**config.mk**
```make
export PLATFORM = sky130hd
export DESIGN_NAME = vga_sprite_engine
export DESIGN_NICKNAME = d
export VERILOG_FILES = /design/src/rtl/vga_sprite_engine.sv
export SDC_FILE = /design/constraint.sdc
export NUM_CORES = 1
export LEC_CHECK = 0
export ABC_AREA = 0
export BUFFER_PORTS_ARGS = -buffer_cell sky130_fd_sc_hd__buf_2
export CORE_ASPECT_RATIO = 0.7
export CORE_MARGIN = 2
export CORE_UTILIZATION = 55
export CTS_CLUSTER_SIZE = 24
export DETAILED_ROUTE_END_ITERATION = 16
export HOLD_SLACK_MARGIN = 0.08
export PLACE_DENSITY = 0.74
export SLEW_MARGIN = 20
export SYNTH_ARGS = -nofsm -noshare
export SYNTH_HDL_FRONTEND = slang
export SYNTH_SLANG_ARGS = --single-unit
```
**constraint.sdc**
```tcl
create_clock -name clk -period 3.92 [get_ports clk]
set_clock_uncertainty 0.15 [all_clocks]
set_input_delay 0.98 -clock clk [delete_from_list [all_inputs] [get_ports clk]]
set_output_delay 0.98 -clock clk [all_outputs]
set_load 0.02 [all_outputs]
```
**src/rtl/vga_sprite_engine.sv**
```systemverilog
`default_nettype none
// ============================================================================
// vga_sprite_engine -- VGA timing generator and NUM_SPRITES bitmap compositor.
// Optional per-frame sprite motion with edge bounce: VGA_SPRITE_BOUNCE_EN.
// Rev 1.0
// ============================================================================
module vga_sprite_engine #(
  parameter int H_DISPLAY = 640,
  parameter int H_FRONT = 16,
  parameter int H_SYNC = 96,
  parameter int H_BACK = 48,
  parameter int V_DISPLAY = 480,
  parameter int V_FRONT = 10,
  parameter int V_SYNC = 2,
  parameter int V_BACK = 33,
  parameter int CLK_DIV = 2,
  parameter int NUM_SPRITES = 2,
  parameter int SPRITE_SIZE = 16,
  parameter logic [2:0] BG_RGB = 3'b111,
  localparam int SEL_W = (NUM_SPRITES > 1) ? $clog2(NUM_SPRITES) : 1,
  localparam int ROW_W = $clog2(SPRITE_SIZE)
) (
  input  logic                   clk,
  input  logic                   rst_n,
  input  logic                   cfg_we,
  input  logic [SEL_W-1:0]       cfg_sel,
  input  logic [1:0]             cfg_addr,
  input  logic [15:0]            cfg_wdata,
  input  logic                   bm_we,
  input  logic [SEL_W-1:0]       bm_sel,
  input  logic [ROW_W-1:0]       bm_row,
  input  logic [SPRITE_SIZE-1:0] bm_data,
  output logic                   hsync,
  output logic                   vsync,
  output logic [2:0]             rgb,
  output logic                   video_on,
  output logic                   frame_start
);

  localparam int H_TOTAL  = H_DISPLAY + H_FRONT + H_SYNC + H_BACK;
  localparam int V_TOTAL  = V_DISPLAY + V_FRONT + V_SYNC + V_BACK;
  localparam int HS_START = H_DISPLAY + H_FRONT;
  localparam int VS_START = V_DISPLAY + V_FRONT;
  localparam int DIV_W    = (CLK_DIV > 1) ? $clog2(CLK_DIV) : 1;

  logic [DIV_W-1:0] div_q, div_d;
  logic             tick;
  logic             h_wrap;
  logic [10:0]      h_q, h_d, v_q, v_d;

  always_comb begin
    tick   = (div_q == DIV_W'(CLK_DIV - 1));
    div_d  = tick ? '0 : div_q + DIV_W'(1);
    h_wrap = (h_q == 11'(H_TOTAL - 1));
    h_d    = h_q;
    v_d    = v_q;
    if (tick) begin
      h_d = h_wrap ? 11'd0 : h_q + 11'd1;
      if (h_wrap) v_d = (v_q == 11'(V_TOTAL - 1)) ? 11'd0 : v_q + 11'd1;
    end
  end

  // Sprite register file
  logic [NUM_SPRITES-1:0][9:0] x_q, x_d, y_q, y_d;
  logic [NUM_SPRITES-1:0][3:0] hspd_q, hspd_d, vspd_q, vspd_d;
  logic [NUM_SPRITES-1:0][2:0] color_q, color_d;
  logic [NUM_SPRITES-1:0]      hdir_q, hdir_d, vdir_q, vdir_d, en_q, en_d;

  // Bitmap RAM, deliberately not reset so contents survive rst_n
  logic [SPRITE_SIZE-1:0] bm_mem [2**(SEL_W+ROW_W)];

  always_ff @(posedge clk) begin
    if (bm_we) bm_mem[{bm_sel, bm_row}] <= bm_data;
  end

`ifdef VGA_SPRITE_BOUNCE_EN
  localparam logic [9:0] XMAX = 10'(H_DISPLAY - SPRITE_SIZE);
  localparam logic [9:0] YMAX = 10'(V_DISPLAY - SPRITE_SIZE);

  typedef enum logic [0:0] {IDLE = 1'b0, UPDATE = 1'b1} state_t;
  state_t           state_q, state_d;
  logic [SEL_W-1:0] k_q, k_d;

  // Returns {dir, pos} after one frame step, clamping at 0 and lim.
  function automatic logic [10:0] bounce(input logic [9:0] pos, input logic [3:0] spd,
                                         input logic dir, input logic [9:0] lim);
    logic [10:0] p, s, sum;
    p      = {1'b0, pos};
    s      = {7'd0, spd};
    sum    = p + s;
    bounce = {dir, pos};
    if (spd != 4'd0) begin
      if (dir) bounce = (sum >= {1'b0, lim}) ? {1'b0, lim} : {1'b1, sum[9:0]};
      else     bounce = (s >= p) ? {1'b1, 10'd0} : {1'b0, pos - {6'd0, spd}};
    end
  endfunction

  always_comb begin
    state_d = state_q;
    k_d     = k_q;
    case (state_q)
      IDLE: begin
        if (tick && h_wrap && (v_q == 11'(V_DISPLAY - 1))) begin
          state_d = UPDATE;
          k_d     = '0;
        end
      end
      UPDATE: begin
        k_d = k_q + SEL_W'(1);
        if (k_q == SEL_W'(NUM_SPRITES - 1)) begin
          state_d = IDLE;
          k_d     = '0;
        end
      end
      default: state_d = IDLE;
    endcase
  end

  always_ff @(posedge clk or negedge rst_n) begin
    if (!rst_n) begin
      state_q <= IDLE;
      k_q     <= '0;
    end else begin
      state_q <= state_d;
      k_q     <= k_d;
    end
  end

  logic unused_cfg;
  assign unused_cfg = ^cfg_wdata[15:10];
`else
  logic unused_cfg;
  assign unused_cfg = ^{cfg_wdata[15:10], hspd_q, vspd_q, hdir_q, vdir_q};
`endif

  always_comb begin
    x_d     = x_q;
    y_d     = y_q;
    hspd_d  = hspd_q;
    vspd_d  = vspd_q;
    hdir_d  = hdir_q;
    vdir_d  = vdir_q;
    en_d    = en_q;
    color_d = color_q;
`ifdef VGA_SPRITE_BOUNCE_EN
    if (state_q == UPDATE) begin
      for (int i = 0; i < NUM_SPRITES; i++) begin
        if ((k_q == SEL_W'(i)) && en_q[i]) begin
          {hdir_d[i], x_d[i]} = bounce(x_q[i], hspd_q[i], hdir_q[i], XMAX);
          {vdir_d[i], y_d[i]} = bounce(y_q[i], vspd_q[i], vdir_q[i], YMAX);
        end
      end
    end
`endif
    // CPU writes are applied last so they override the motion result per field
    if (cfg_we) begin
      for (int i = 0; i < NUM_SPRITES; i++) begin
        if (cfg_sel == SEL_W'(i)) begin
          case (cfg_addr)
            2'd0: x_d[i] = cfg_wdata[9:0];
            2'd1: y_d[i] = cfg_wdata[9:0];
            2'd2: begin
              vdir_d[i] = cfg_wdata[9];
              hdir_d[i] = cfg_wdata[8];
              vspd_d[i] = cfg_wdata[7:4];
              hspd_d[i] = cfg_wdata[3:0];
            end
            default: begin
              en_d[i]    = cfg_wdata[3];
              color_d[i] = cfg_wdata[2:0];
            end
          endcase
        end
      end
    end
  end

  always_ff @(posedge clk or negedge rst_n) begin
    if (!rst_n) begin
      x_q     <= '0;
      y_q     <= '0;
      hspd_q  <= '0;
      vspd_q  <= '0;
      hdir_q  <= '1;
      vdir_q  <= '1;
      en_q    <= '0;
      color_q <= '0;
    end else begin
      x_q     <= x_d;
      y_q     <= y_d;
      hspd_q  <= hspd_d;
      vspd_q  <= vspd_d;
      hdir_q  <= hdir_d;
      vdir_q  <= vdir_d;
      en_q    <= en_d;
      color_q <= color_d;
    end
  end

  logic [NUM_SPRITES-1:0] hit;

  for (genvar i = 0; i < NUM_SPRITES; i++) begin : g_hit
    logic [10:0]            x_ext, y_ext;
    logic [ROW_W-1:0]       col, row;
    logic [SPRITE_SIZE-1:0] row_bits;
    logic                   in_x, in_y;
    assign x_ext    = {1'b0, x_q[i]};
    assign y_ext    = {1'b0, y_q[i]};
    assign in_x     = (h_q >= x_ext) && (h_q < x_ext + 11'(SPRITE_SIZE));
    assign in_y     = (v_q >= y_ext) && (v_q < y_ext + 11'(SPRITE_SIZE));
    assign col      = ROW_W'(h_q - x_ext);
    assign row      = ROW_W'(v_q - y_ext);
    assign row_bits = bm_mem[{SEL_W'(i), row}];
    assign hit[i]   = en_q[i] && in_x && in_y && row_bits[col];
  end

  logic [2:0] pix;
  logic       visible;
  logic [2:0] rgb_q, rgb_d;
  logic       hsync_q, hsync_d, vsync_q, vsync_d;
  logic       video_on_q, video_on_d, frame_start_q, frame_start_d;

  always_comb begin
    pix = BG_RGB;
    for (int i = NUM_SPRITES - 1; i >= 0; i--) begin
      if (hit[i]) pix = color_q[i];
    end
    visible       = (h_q < 11'(H_DISPLAY)) && (v_q < 11'(V_DISPLAY));
    rgb_d         = rgb_q;
    hsync_d       = hsync_q;
    vsync_d       = vsync_q;
    video_on_d    = video_on_q;
    frame_start_d = tick && (h_q == 11'd0) && (v_q == 11'd0);
    if (tick) begin
      rgb_d      = visible ? pix : 3'd0;
      video_on_d = visible;
      hsync_d    = (h_q >= 11'(HS_START)) && (h_q < 11'(HS_START + H_SYNC));
      vsync_d    = (v_q >= 11'(VS_START)) && (v_q < 11'(VS_START + V_SYNC));
    end
  end

  always_ff @(posedge clk or negedge rst_n) begin
    if (!rst_n) begin
      div_q         <= '0;
      h_q           <= '0;
      v_q           <= '0;
      rgb_q         <= '0;
      hsync_q       <= 1'b0;
      vsync_q       <= 1'b0;
      video_on_q    <= 1'b0;
      frame_start_q <= 1'b0;
    end else begin
      div_q         <= div_d;
      h_q           <= h_d;
      v_q           <= v_d;
      rgb_q         <= rgb_d;
      hsync_q       <= hsync_d;
      vsync_q       <= vsync_d;
      video_on_q    <= video_on_d;
      frame_start_q <= frame_start_d;
    end
  end

  assign rgb         = rgb_q;
  assign hsync       = hsync_q;
  assign vsync       = vsync_q;
  assign video_on    = video_on_q;
  assign frame_start = frame_start_q;

endmodule
`default_nettype wire

```
==> results of run 1 <==
==> final timing paths <==
| kind | startpoint | endpoint | slack [ns] | cells after the start |
|---|---|---|---|---|
| min in group clk | video_on | video_on | 0.34 | 1 |
| max | v_q[0] | rgb[1] | 0.19 | 11 |
| max reg2reg | v_q[0] | rgb[1] | 0.19 | 11 |
| min | rst_n | color_q[5] | 0.26 | 1 |
| min reg2reg | video_on | video_on | 0.34 | 1 |
| max in group asynchronous | rst_n | g_hit[0].y_ext[5] | 2.83 | 1 |
==> cell families (layout without fill, tap and decap cells) <==
logic type | Yosys count | in the layout | share of synthesized area
other | 0 | 1 | 0
adder cells (fa/ha/maj) | 80 | 80 | 0.04081
XOR/XNOR | 39 | 39 | 0.01412
flip-flops | 590 | 590 | 0.6859
multiplexers | 196 | 196 | 0.1489
buffers and inverters | 100 | 278 | 0.01803
AO/OA/AOI/OAI | 137 | 137 | 0.03571
AND/OR/NAND/NOR | 289 | 289 | 0.05661
==> cell usage after synthesis, types with 4 or more instances <==
library cell,count
a211o_1,5
a211oi_1,8
a21oi_1,15
a31oi_1,5
and3_1,7
buf_2,13
buf_4,11
clkbuf_1,17
dfrtp_1,78
edfxtp_1,512
fa_1,4
ha_1,76
inv_1,55
mux2_2,27
mux2i_1,27
mux4_2,141
nand2_1,73
nand3_1,33
nand3b_1,8
nand4_1,15
nand4b_1,5
nor2_1,75
nor2b_1,12
nor3_1,21
nor4_1,11
o2111ai_1,7
o211ai_1,4
o21a_1,6
o21ai_0,56
o22ai_1,4
or3_1,7
xnor2_1,29
xor2_1,8
==> state kept, by name, indices dropped and copies added (netlist names) <==
register     cells
g_hit.x_ext     20
g_hit.y_ext     20
div_q            1
hsync            1
bm_mem         512
frame_start      1
video_on         1
color_q          6
rgb              3
h_q             11
v_q             11
en_q             2
vsync            1
==> placed cells by master, fill, tap and decap left out, types with 42 or more instances in the layout <==
cell type | Yosys | routed
buf_4 | 11 | 70
o21ai_0 | 56 | 56
nor2_1 | 75 | 42
ha_1 | 76 | 74
clkbuf_16 | 0 | 55
mux4_2 | 141 | 141
buf_2 | 13 | 43
edfxtp_1 | 512 | 512
dfrtp_1 | 78 | 78
nand2_1 | 73 | 73
inv_1 | 55 | 55
==> layout make-up <==
type | count | area, µm²
diodes | 1 | 2.502
clock buffers | 69 | 1429
clock inverters | 31 | 209.0
fillers | 3153 | 16720
inverters | 55 | 206.4
multi-input cells | 741 | 7647
flip-flops and latches | 590 | 17330
well taps | 603 | 754.5
repair buffers | 123 | 923.4
==> critical path, stage by stage, from the launching register on <==
cell and delay (ns):
dfrtp_1 0.35, inv_1 0.14, ha_4 0.20, fa_2 0.55, buf_12 0.21, mux4_2 0.34, mux4_2 0.54, nand2_1 0.14
nand4b_1 0.10, o211ai_1 0.50, o21a_2 0.27, a211oi_2 0.08
==> stage by stage <==
step                      worst slack [ns]  total power [µW]  std cells  hold slack, ns
final                               0.1863             15600       2213          0.2611
after floorplan                     0.2677              9558       1431          0.3290
after CTS                           0.1299             15680       2212          0.3448
after global routing              0.005742             16200       2212          0.3006
after global placement              0.1943             10680       2112          0.3078
after detailed placement            0.1468             10760       2112          0.3317
==> routing by layer <==
metal,up-vias,track usage
met5,-,0.007202
met4,4,0.06011
met3,102,0.05998
met2,665,0.3751
met1,7126,0.3675
li1,5984,-
==> power breakdown <==
group / internal (µW) / switching [µW]
Clock: 2650 / 2280
Combinational: 1690 / 1870
Sequential: 7000 / 102
==> timing repair <==
action,in CTS,in global routing
gates resized for setup,0,4
hold buffers,0,0
setup endpoints to repair,0,3
==> impl_metrics.toml, run 1 <==
[routing]
wl_met2_um = 25960
ant_nets = 0
via_per_inst = 6.272
wirelength_um = 57070
routedWlPerCell_um = 25.79
dr.max_layer_used = "met5"
first_pass_iters = 5
drc = 0
wirelength_met1_um = 24100
vias = 13880
wl_met3_um = 5768
initialDrtViolationCount = 1667

[yosys]
synth.yosys.warnings = 0
synth_cells = 1431
async_reset_ff_frac = 0.1322
netlist.area_leader.share = 0.6086
yosysTopAreaCell = "edfxtp_1"
yosysUniqueCellTypes = 67
ys_seq_area_frac = 0.6859
synthTopCellsByArea = "edfxtp_1 61%, mux4_2 13%, dfrtp_1 7.7%, ha_1 3.8%, mux2_2 1.2%"
synth-main-ff-cell = "edfxtp_1"
ys_ff_latch = 590
synth_edf_count = 512
syn_avg_cell_area_um2 = 17.65
netlist_area_um2 = 25260
synthesis.nets = 1555

[global_route]
first_global_vias = 14140
antenna_found_initial = 1
grt_use_total = 0.2479
grt_overflow = 0
grt_max_degree = 79
grt_first_pass_wirelength_um = 86710

[timing]
slew_viol_final = 0
timing.setup.tns_ns = 0
period_share = 0.9525
setup_viol = 0
max_freq_mhz = 267.8
worstMarginPinSlew_ns = 0.8931
final_hold_viol_count = 0
slew_headroom = 0.3962
min_period_ns = 3.734
rsz0062_at_grt = "false"

[clocking]
clk_pin_slew_ns = 0.06
cts.htree.levels = 2
clock-sinks = 590
cts_buffers = 54
clk_latency_ns = 0.61
cts_tree = "yes"
cts_setup_buffers = 0
cts_root_buffer = "clkbuf_16"
clk_path_buf_depth = 3

[power]
ir_drop_v = 0.0004115
leakagePower_uw = 0.009899
powerDensity_nw_per_um2 = 547.3

[die]
die-area_um2 = 47690
coreArea_um2 = 45220
dieWidth_um = 260.2
start_util = 0.5587
io_pins = 51
die_h_um = 183.3
num_rows = 65

[critical_path]
worstPathMaxFanout = 29
critPathArrivalTime_ns = 4.06
cp-start-kind = "register"
end_kind = "register"
crit_type = "register to register"
critical_path_required_ns = 4.25

[place]
port_buffers = 44
gp_congestion = 0.8634
dpl.hpwl_um = 35360
postPlaceCellArea_um2 = 26830

[cells_and_area]
area_growth_pct = 12.81
drive_gt1_frac = 0.2610
final_util = 0.6302
nets = 1689
stdcell_area_um2 = 28500

[hold_path]
hold_class = "input pin to asynchronous set/reset pin"

[flow_run]
max_cap_viol_count = 0

[run_status]
status = "completed"
No activity file was read; power rests on OpenSTA's default activity.
==> run 2: changes to the inputs <==
--- a/config.mk
+++ b/config.mk
@@ -12,8 +12,9 @@
 export CORE_UTILIZATION = 55
 export CTS_CLUSTER_SIZE = 24
 export DETAILED_ROUTE_END_ITERATION = 16
+export GPL_ROUTABILITY_DRIVEN = 0
 export HOLD_SLACK_MARGIN = 0.08
-export PLACE_DENSITY = 0.74
+export PLACE_DENSITY_LB_ADDON = 0.25
 export SLEW_MARGIN = 20
 export SYNTH_ARGS = -nofsm -noshare
 export SYNTH_HDL_FRONTEND = slang
==> run 2 against run 1 <==
Against the previous run:
- wire length grew 4.2%
- count of clock-buffer cells in the layout shrank 7
- critical path depth grew 2
- global-route usage grew 0.65 points
- via count grew 1.3%
- register-to-register slack lost 0.096 ns
- sequential power is essentially flat
- critical path type unchanged
- largest power group unchanged
==> impl_metrics.toml, run 2 (synthesis results as in run 1) <==
[clocking]
clk_path_buf_depth = 3
clk_latency_ns = 0.60
clock-sinks = 590
cts_hold_buf = 0
cts_root_buffer = "clkbuf_16"
clk_pin_slew_ns = 0.06
cts_tree = "yes"
cts.htree.levels = 2
cts_buffers = 52

[timing]
worstMarginPinSlew_ns = 1.016
setup_viol = 0
slew_headroom = 0.3134
timing.setup.tns_ns = 0
period_share = 0.9770
max_freq_mhz = 261.1
slew_viol_final = 0
min_period_ns = 3.830
final_hold_viol_count = 0
whs_ns = 0.2889

[power]
ir_drop_v = 0.0003742
leakagePower_uw = 0.01005
power_frac_clock = 0.305
power_frac_comb = 0.246
netSwitchingFraction = 0.2747
powerDensity_nw_per_um2 = 549.7
seq_power_share = 0.449
p_sw_uw = 4343
internal-power_uw = 11470

[global_route]
grt_use_total = 0.2545
grt_first_pass_wirelength_um = 88470
grt_max_degree = 79
antenna_found_initial = 2
first_global_vias = 13990
grt_overflow = 0

[routing]
via_per_inst = 6.311
drc = 0
wirelength_um = 59480
first_pass_iters = 6
vias = 14070
initialDrtViolationCount = 1966
ant_nets = 0
routedWlPerCell_um = 26.68

[critical_path]
end_kind = "register"
critical_path_required_ns = 4.22
worstPathMaxFanout = 6
critPathArrivalTime_ns = 4.13
cp-start-kind = "register"
ff2ff_setup_slack_ns = 0.09
crit_type = "register to register"

[cells_and_area]
fill_cells = 3177
antennaDiodeCount = 0
final_cell_mix = "512 x edfxtp_1, 141 x mux4_2, 85 x buf_4"
drive_gt1_frac = 0.2743
nets = 1711
regArea_um2 = 17330
final_common_cell = "edfxtp_1"
area_growth_pct = 13.85
top_register = "bm_mem"
multi_input_area_um2 = 7667
largest_reg_flops = 512
final_util = 0.6361

[die]
dieWidth_um = 260.2
io_pins = 51
num_rows = 65
coreArea_um2 = 45220
die_h_um = 183.3
start_util = 0.5587
die-area_um2 = 47690

[run_status]
status = "completed"

[flow_run]
max_cap_viol_count = 0

[hold_path]
hold_class = "input pin to asynchronous set/reset pin"

[place]
dpl.hpwl_um = 36360
port_buffers = 44
[run 2: final timing paths]
kind / endpoint / start / cells past startpoint
min reg2reg: video_on / video_on / 1
max in group asynchronous: g_hit[1].y_ext[4] / rst_n / 1
max: rgb[2] / g_hit[0].y_ext[0] / 13
min: color_q[5] / rst_n / 1
max reg2reg: rgb[2] / g_hit[0].y_ext[0] / 13
min in group clk: video_on / video_on / 1
[run 2: area by class of cell]
| type | count | share of cell area |
|---|---|---|
| clock buffer | 62 | 0.04655 |
| clock inverter | 31 | 0.008266 |
| inverter | 55 | 0.007178 |
| multi-input combinational | 741 | 0.2666 |
| sequential | 590 | 0.6024 |
| tap | 603 | 0.02623 |
| timing repair buffer | 147 | 0.04276 |
[run 2: power by group through the flow]
stage	Sequential [µW]	Combinational [µW]	Clock, µW
floorplan	7200	2360	0
global placement	7220	3590	0
detailed placement	7230	3640	0
CTS	7100	3720	4890
global route	7120	4150	5150
finish	7100	3880	4820
[run 2: what timing repair did]
| item | 4_1_cts | 5_1_grt |
|---|---|---|
| pin swaps | 0 | 5 |
| endpoints found under the setup margin | 3 | 3 |
| hold endpoints to repair | 0 | 0 |
| setup buffers | 1 | 8 |
| cloned | 1 | 2 |
| resized for setup | 0 | 15 |
[run 2: per-layer routing]
| layer | wire (µm) | up-vias | global-route usage | part of all wire |
|---|---|---|---|---|
| li1 | - | 6024 | - | - |
| met1 | 25250 | 7223 | 0.3902 | 0.42 |
| met2 | 26920 | 713 | 0.3810 | 0.45 |
| met3 | 6048 | 106 | 0.05155 | 0.10 |
| met4 | 1246 | 2 | 0.05874 | 0.021 |
| met5 | 13 | - | 0 | 0.00022 |
[run 2: critical path, cell delays in order, from the launching register on]
cell and delay [ns]:
dfrtp_1 0.41, ha_4 0.18, fa_4 0.84, buf_12 0.15, buf_6 0.14, buf_4 0.11, mux4_2 0.27, mux4_2 0.51
nor2b_1 0.17, o22ai_2 0.13, o2111ai_2 0.24, buf_6 0.16, o21a_4 0.16, a211oi_2 0.07
[run 2: stage by stage]
stage          instance area [µm²]  setup slack [ns]  total power (µW)  std cells
3_3_place_gp                 26950           0.05925             10810       2124
6_report                     28760           0.09020             15810       2229
5_1_grt                      28760          -0.02203             16410       2229
3_5_place_dp                 26950          -0.03825             10880       2124
2_1_floorplan                25260            0.2677              9558       1431
4_1_cts                      28560           0.08896             15720       2219
